## config.mk

```make
export PLATFORM = sky130hd
export DESIGN_NAME = e203_dtcm_icb2sram
export DESIGN_NICKNAME = d
export VERILOG_FILES = /design/src/rtl/e203_dtcm_icb2sram.sv
export SDC_FILE = /design/constraint.sdc
export NUM_CORES = 1
export LEC_CHECK = 0
export ABC_AREA = 1
export BUFFER_PORTS_ARGS = -buffer_cell sky130_fd_sc_hd__buf_2
export CAP_MARGIN = 15
export CORE_MARGIN = 4
export CORE_UTILIZATION = 35
export DETAILED_ROUTE_END_ITERATION = 7
export SLEW_MARGIN = 20
export SYNTH_ARGS = -nofsm -noshare
export SYNTH_HDL_FRONTEND = slang
export SYNTH_SLANG_ARGS = --single-unit
```

## constraint.sdc

```tcl
create_clock -name clk -period 3 [get_ports clk]
set_input_delay 0.3 -clock clk [delete_from_list [all_inputs] [get_ports clk]]
set_output_delay 0.3 -clock clk [all_outputs]
set_load 0.05 [all_outputs]
```

## src/rtl/e203_dtcm_icb2sram.sv

```systemverilog
// DTCM ICB-to-SRAM bridge: ICB command -> single-port SRAM strobes, 1-cycle read
// data captured into an in-order response FIFO, idle-timeout light-sleep control.
module e203_dtcm_icb2sram #(
  parameter int ADDR_W      = 16,
  parameter int RAM_AW      = 14,
  parameter int DW          = 32,
  parameter int MW          = 4,
  parameter int RSP_DEPTH   = 2,
  parameter int IDLE_LS_CYC = 16
) (
  input  logic              clk,
  input  logic              rst,
  input  logic              lp_en,
  input  logic              icb_cmd_valid,
  output logic              icb_cmd_ready,
  input  logic [ADDR_W-1:0] icb_cmd_addr,
  input  logic              icb_cmd_read,
  input  logic [DW-1:0]     icb_cmd_wdata,
  input  logic [MW-1:0]     icb_cmd_wmask,
  output logic              icb_rsp_valid,
  input  logic              icb_rsp_ready,
  output logic [DW-1:0]     icb_rsp_rdata,
  output logic              icb_rsp_err,
  output logic              ram_cs,
  output logic              ram_we,
  output logic [RAM_AW-1:0] ram_addr,
  output logic [MW-1:0]     ram_wem,
  output logic [DW-1:0]     ram_din,
  input  logic [DW-1:0]     ram_dout,
  output logic              ram_ls,
  output logic              ram_ds,
  output logic              ram_sd
);

  localparam int PW = (RSP_DEPTH > 1) ? $clog2(RSP_DEPTH) : 1;
  localparam int OW = $clog2(RSP_DEPTH + 1);
  localparam int NW = $clog2(RSP_DEPTH + 2);
  localparam int CW = $clog2(IDLE_LS_CYC);
  localparam logic [CW-1:0] IDLE_MAX = CW'(IDLE_LS_CYC - 1);

  typedef enum logic [1:0] {ST_ACTIVE, ST_LS, ST_WAKE} state_t;

  state_t          state, state_nxt;
  logic [CW-1:0]   idle_cnt, idle_nxt;
  logic            oor, cmd_fire, rsp_fire, idle;
  logic            inflight, inflight_rd, inflight_oor;
  logic [PW-1:0]   wr_ptr, rd_ptr;
  logic [OW-1:0]   count;
  logic [NW-1:0]   cnt;
  logic [DW-1:0]   push_rdata;
  logic [DW-1:0]   mem_rdata [RSP_DEPTH];
  logic            mem_err   [RSP_DEPTH];
  logic            unused_addr_lsb;

  // Address bits above the SRAM window only exist when ADDR_W is wider than it
  generate
    if (ADDR_W > RAM_AW + 2) begin : g_oor
      assign oor = |icb_cmd_addr[ADDR_W-1:RAM_AW+2];
    end else begin : g_no_oor
      assign oor = 1'b0;
    end
  endgenerate

  assign unused_addr_lsb = ^icb_cmd_addr[1:0];

  assign cnt           = NW'(count) + NW'(inflight);
  assign icb_rsp_valid = (count != '0);
  assign rsp_fire      = icb_rsp_valid & icb_rsp_ready;
  assign icb_cmd_ready = ~rst & (state == ST_ACTIVE) & ((cnt < NW'(RSP_DEPTH)) | rsp_fire);
  assign cmd_fire      = icb_cmd_valid & icb_cmd_ready;

  assign ram_cs   = cmd_fire & ~oor;
  assign ram_we   = ~icb_cmd_read;
  assign ram_addr = icb_cmd_addr[RAM_AW+1:2];
  assign ram_wem  = icb_cmd_wmask;
  assign ram_din  = icb_cmd_wdata;
  assign ram_ds   = 1'b0;
  assign ram_sd   = 1'b0;

  assign icb_rsp_rdata = mem_rdata[rd_ptr];
  assign icb_rsp_err   = mem_err[rd_ptr];
  assign push_rdata    = (inflight_rd & ~inflight_oor) ? ram_dout : '0;

  function automatic logic [PW-1:0] ptr_inc(input logic [PW-1:0] p);
    return (p == PW'(RSP_DEPTH - 1)) ? '0 : p + 1'b1;
  endfunction

  always_ff @(posedge clk) begin
    if (rst) begin
      inflight     <= 1'b0;
      inflight_rd  <= 1'b0;
      inflight_oor <= 1'b0;
      wr_ptr       <= '0;
      rd_ptr       <= '0;
      count        <= '0;
    end else begin
      inflight     <= cmd_fire;
      inflight_rd  <= icb_cmd_read;
      inflight_oor <= oor;
      if (inflight) wr_ptr <= ptr_inc(wr_ptr);
      if (rsp_fire) rd_ptr <= ptr_inc(rd_ptr);
      case ({inflight, rsp_fire})
        2'b10:   count <= count + 1'b1;
        2'b01:   count <= count - 1'b1;
        default: count <= count;
      endcase
    end
  end

  always_ff @(posedge clk) begin
    if (inflight) begin
      mem_rdata[wr_ptr] <= push_rdata;
      mem_err[wr_ptr]   <= inflight_oor;
    end
  end

  assign idle = ~icb_cmd_valid & (cnt == '0);

  always_comb begin
    state_nxt = state;
    idle_nxt  = idle_cnt;
    case (state)
      ST_ACTIVE: begin
        if (!idle)                 idle_nxt = '0;
        else if (idle_cnt != IDLE_MAX) idle_nxt = idle_cnt + 1'b1;
        // Require idle on the decision cycle so a command can never fire into LS
        if (lp_en && idle && (idle_cnt == IDLE_MAX)) state_nxt = ST_LS;
      end
      ST_LS: begin
        if (icb_cmd_valid || !lp_en) state_nxt = ST_WAKE;
      end
      ST_WAKE: begin
        state_nxt = ST_ACTIVE;
        idle_nxt  = '0;
      end
      default: begin
        state_nxt = ST_ACTIVE;
        idle_nxt  = '0;
      end
    endcase
  end

  always_ff @(posedge clk) begin
    if (rst) begin
      state    <= ST_ACTIVE;
      idle_cnt <= '0;
      ram_ls   <= 1'b0;
    end else begin
      state    <= state_nxt;
      idle_cnt <= idle_nxt;
      ram_ls   <= (state_nxt == ST_LS);
    end
  end

endmodule

```

# Word-level counts from Yosys, hierarchy flattened
# Memory sizes are Yosys's and may differ from the RTL's. A register that Yosys moved wholly into a read port is not among the register bits.
# Index checks and enable logic that the tools add are counted.
[totals]
register_bits = 13
word_cells = 56
ramBits = 64
memories = 1
inputBits = 90
[classes]
n_addsub = 6
n_lt_le_gt_ge = 1
n_reduce_logical = 9
bitwise = 10
n_mux = 14
n_eq_ne = 7
[mem_list]
columns = ["name", "depth", "word_bits", "read_ports", "rd_clocked_by_memory_dff", "write_ports", "line_no", "rtl"]
rows = [
  ["mem_rdata", 2, 32, 1, 1, 1, "51", "logic [DW-1:0] mem_rdata [RSP_DEPTH];"],
]
[op_table]
columns = ["op", "n"]
rows = [
  ["$mux W32", 1],
  ["$mux W4", 2],
  ["$pmux W2 S2", 2],
  ["$pmux W4 S2", 1],
  ["$eq A2 B1 Y1 const B", 3],
  ["$mux W1", 6],
  ["$and A1 B1 Y1", 5],
  ["$add A4 B1 Y4 const B", 1],
  ["$eq A4 B4 Y1 const B", 1],
  ["$logic_not A2 Y1", 2],
  ["$mux W2", 2],
  ["$ne A4 B4 Y1 const B", 1],
  ["$not A1 Y1", 4],
  ["$reduce_bool A2 Y1", 2],
  ["$ne A3 B2 Y1 const B", 1],
  ["$add A1 B1 Y1 const B", 2],
  ["$add A2 B1 Y2", 1],
  ["$add A2 B1 Y2 const B", 1],
  ["$eq A2 B2 Y1 const B", 1],
  ["$logic_and A1 B1 Y1", 2],
  ["$lt A2 B2 Y1 const B", 1],
  ["$reduce_and A2 Y1", 1],
  ["$sub A2 B1 Y2 const B", 1],
  ["$logic_not A1 Y1", 1],
  ["other kinds (2)", 2],
]

# Longest topological paths before layout
[depth]
ltp_word = 8
mapped_depth = 10

# Worst setup path before layout
# Ideal clock, no wire load.
[synth_path]
kind = "reg2out"
startpoint = "register inflight"
endpoint = "output ram_cs"
n_path_buf = 0
setup_slack_ns = 0.469
t_arrival_ns = 2.231
stages_incl_launch_ff = 7
cell_sequence = "dfxtp_1 -> ha_1 -> inv_1 -> nand2_2 -> nand2_4 -> nor2_1 -> nor4_1"
[synth_between]
elab_chain_cells = 5
[synth_lines]
columns = ["item", "line_no", "rtl"]
rows = [
  ["start, declared", "46", "logic inflight, inflight_rd, inflight_oor;"],
  ["start signal, assigned", "97", "inflight <= cmd_fire;"],
  ["$add A2 B1 Y2", "66", "assign cnt = NW'(count) + NW'(inflight);"],
  ["$lt A2 B2 Y1", "69", "assign icb_cmd_ready = ~rst & (state == ST_ACTIVE) & ((cnt < NW'(RSP_DEPTH)) | rsp_fire);"],
  ["$or A1 B1 Y1", "69", ""],
  ["$and A1 B1 Y1", "69", ""],
  ["$and A1 B1 Y1", "70", "assign cmd_fire = icb_cmd_valid & icb_cmd_ready;"],
  ["end, declared", "24", "output logic ram_cs,"],
]
# Every way passes these cells.

# Worst setup path in the final report
[layout_path]
startpoint = "register count[0]"
endpoint = "output ram_cs"
[layout_between]
elab_chain_cells = 5
elab_cells_between_ends = 7
[layout_lines]
columns = ["item", "line_no", "rtl"]
rows = [
  ["start, declared", "48", "logic [OW-1:0] count;"],
  ["start signal, assigned", "103", "2'b10: count <= count + 1'b1;"],
  ["start signal, assigned", "104", "2'b01: count <= count - 1'b1;"],
  ["start signal, assigned", "105", "default: count <= count;"],
  ["$add A2 B1 Y2 or $reduce_bool A2 Y1 (tied branches)", "66, 67", ""],
  ["$lt A2 B2 Y1 or $and A1 B1 Y1 (tied branches)", "69, 68", ""],
  ["$or A1 B1 Y1 (*)", "69", ""],
  ["$and A1 B1 Y1 (*)", "69", ""],
  ["$and A1 B1 Y1 (*)", "70", ""],
]
# Mark *: on every way between the ends. The rest lies on a longest branch, timed or not.

==> metrics.md <==
| Metric | Value |
|---|---|
| Placed Area | `3860 sq um` |
| Flops & latches, synth | `78` |
| Final RePlAce weighted congestion | `0.742` |
| Status | `finished, final reports clean` |
| Die area | `12400 sq um` |
| Post-placement cell count | `472` |
| CP max FO | `5` |
| Die X | `111 microns` |
| CTS root buf | `clkbuf_8` |
| Vias in the first global route | `2130` |
| Crit path DAT | `1.67 ns` |
| Hold/Removal Path Class | `in2reg` |
| Gr usage total | `11.4%` |
| Initial DRT Pass Iterations | `4` |
| Layout cells sized above 1 | `40.1%` |
| Residual DRC count | `0` |
| Final instance area | `4060 sq um` |
| Pwr Density | `653 nW/um^2` |
| Chip height | `111 microns` |
| Boundary Pins | `180` |
| Minimum clock period | `1.97 ns` |
| Clock Tree Buf Depth | `2` |
| Grt ovf | `0` |
| Post-CTS setup buffer count | `0` |
| Hold_buf cts | `0` |
| Pin count of the biggest net entering global routing | `33` |
| Critical-path top delay cell | `dfxtp_1` |
| Multi-input gate area in the final layout | `901 sq um` |
| Clock-pin slew on the worst setup and hold paths | `0.08 ns` |
| Initial antenna violation count | `0` |
| Routed wire length | `7.01 mm` |
| Deepest level of the CTS H-tree | `3` |
| VDD IR max | `0.262 mV` |
| Endpoints failing setup | `0` |
| CTS tree | `built` |
| WL/cell | `14.4 microns` |
| CP startpoint kind | `flip-flop` |
| Routed Antenna Nets | `0` |
| Diodes inserted | `0` |
| Num Clock Sinks | `78` |
| Vias per cell | `4.30` |
| Final setup skew | `0.00845 ns` |
| P_leak | `1.79 nW` |
| # nets final | `440` |
| Max Fclk | `506 MHz` |
| Area delta synth->final | `8.86%` |
| Syn Inst Count | `317` |
| Post-Layout Cell Count | `488` |
| Clock latency on the worst-skew pair | `0.33 ns` |
| Maxcap violations | `0` |
| Crit path cell chain | `ha_1 > nand2_1 > nand2_4 > nor2_1 > nor4_1 > buf_2` |
| Cts bufs inserted | `9` |
| Initial Utilization | `36.0%` |
| First-pass GRT wire length | `11.0 mm` |
| Sequential fraction of the synthesis area | `59.1%` |
| Core area | `10400 sq um` |
| Resize count post-CTS | `0` |
| Synth cell types | `32` |
| CP Capture Type | `output pin` |
| Vias | `2100` |
| Final hold vios | `0` |
| Syn Area/Cell | `11.8 sq um` |
| IO buf count | `74` |
| RSZ-0062 raised after global routing | `no` |
| Fin crit share | `65.8%` |
| Reg2Reg Setup Slack | `1.42 ns` |
| Synth Cell Area | `3730 sq um` |
| Fin. max-slew vios | `0` |
| Yosys warns | `0` |
| Post-DP HPWL | `4.98 mm` |
| Req. time, crit path | `2.70 ns` |
| Worst path max stage delay | `0.40 ns` |
| FF/Latch Area | `2200 sq um` |
| Rows | `37` |
| Final setup TNS | `0 ns` |
| Initial DRC count | `104` |
| Worst Path Class, Setup | `reg2out` |
| Layout fillers | `1038` |
[synthesized netlist by cell type, drive strengths merged]
cell type | n | share of area (%)
a211oi | 1 | 0.20
a21oi | 8 | 1.2
buf | 58 | 12
clkbuf | 3 | 0.30
conb | 1 | 0.10
dfxtp | 14 | 7.5
edfxtp | 64 | 52
ha | 3 | 1.0
inv | 50 | 5.0
mux2 | 32 | 9.7
nand2 | 50 | 5.8
nand3 | 6 | 1.3
nand4 | 1 | 0.17
nor2 | 14 | 2.4
nor3 | 3 | 0.54
nor4 | 2 | 0.34
o21a | 1 | 0.20
o21ai | 6 | 0.81
[area by class of cell]
cell class	count	share of cell area, %
multi-input cells	130	22.2
clock inverters	6	1.73
well taps	136	4.19
repair buffers	78	9.86
clock buffers	10	3.14
inverters	50	4.62
flip-flops and latches	78	54.3
[stage by stage]
stage                     hold slack, ns  total power, mW  util (%)  worst slack [ns]
after detailed placement           0.449             1.91      37.2              1.37
after global routing               0.137             2.79      39.1             0.819
after CTS                          0.134             2.69      39.1             0.987
final                              0.159             2.65      39.1              1.03
after global placement             0.437             1.90      37.2              1.38
after floorplan                    0.404             1.96         -             0.469
[logic make-up (layout without fill, tap and decap cells)]
logic type      count (synthesis)  in the layout  synth area share, %
buf+inv                       111            144                 17.2
flops                          78             78                 59.1
simple gates                   76             76                 10.6
mux                            32             32                 9.66
compound gates                 16             16                 2.38
fa+ha+maj                       3              3                 1.01
other cells                     1              3                0.101
[placed cells by master, fill, tap and decap left out, drive strengths merged]
cell type,Yosys,final
a21oi,8,8
ha,3,3
buf,58,78
nand3,6,6
a211oi,1,1
nand4,1,1
o21a,1,1
nand2,50,50
conb,1,3
mux2,32,32
nor3,3,3
edfxtp,64,64
nor4,2,2
dfxtp,14,14
o21ai,6,6
clkbuf,3,10
clkinvlp,0,3
bufinv,0,1
nor2,14,14
inv,50,52
[worst max-delay path: cells and delay by family (launching register included)]
family | cells | cell delay (ns)
and+or+nand+nor | 4 | 0.44
DFF | 1 | 0.40
adders and majority gates | 1 | 0.19
buffers and inverters | 1 | 0.31
[power breakdown]
| group | total, mW | internal (mW) | switching, mW |
|---|---|---|---|
| clock | 0.775 | 0.390 | 0.385 |
| sequential | 1.25 | 1.23 | 0.0209 |
| combinational | 0.619 | 0.172 | 0.447 |
| total | 2.65 | 1.80 | 0.852 |
[metal layers]
metal	up-vias	wire length (microns)	GRT usage (%)
met3	21	684	4.91
met4	0	108	3.73
met1	953	2610	12.3
met2	91	3600	19.9
met5	-	0	0
li1	1035	-	-
[final timing paths]
check | end | depth (start not counted) | from
worst max-delay path | ram_cs | 6 | count[0]
worst min-delay path | state[1] | 2 | lp_en
worst max register to register | mem_rdata[0][26] | 3 | inflight
worst min register to register | rd_ptr | 1 | rd_ptr
[sequential cells by signal, summed over array words and instances (netlist names), named ones only]
register / count
count: 2
mem_rdata: 64
wr_ptr: 1
rd_ptr: 1
ram_ls: 1
idle_cnt: 4
inflight_rd: 1
state: 2
inflight: 1
Power figures use the tool's default switching activity.
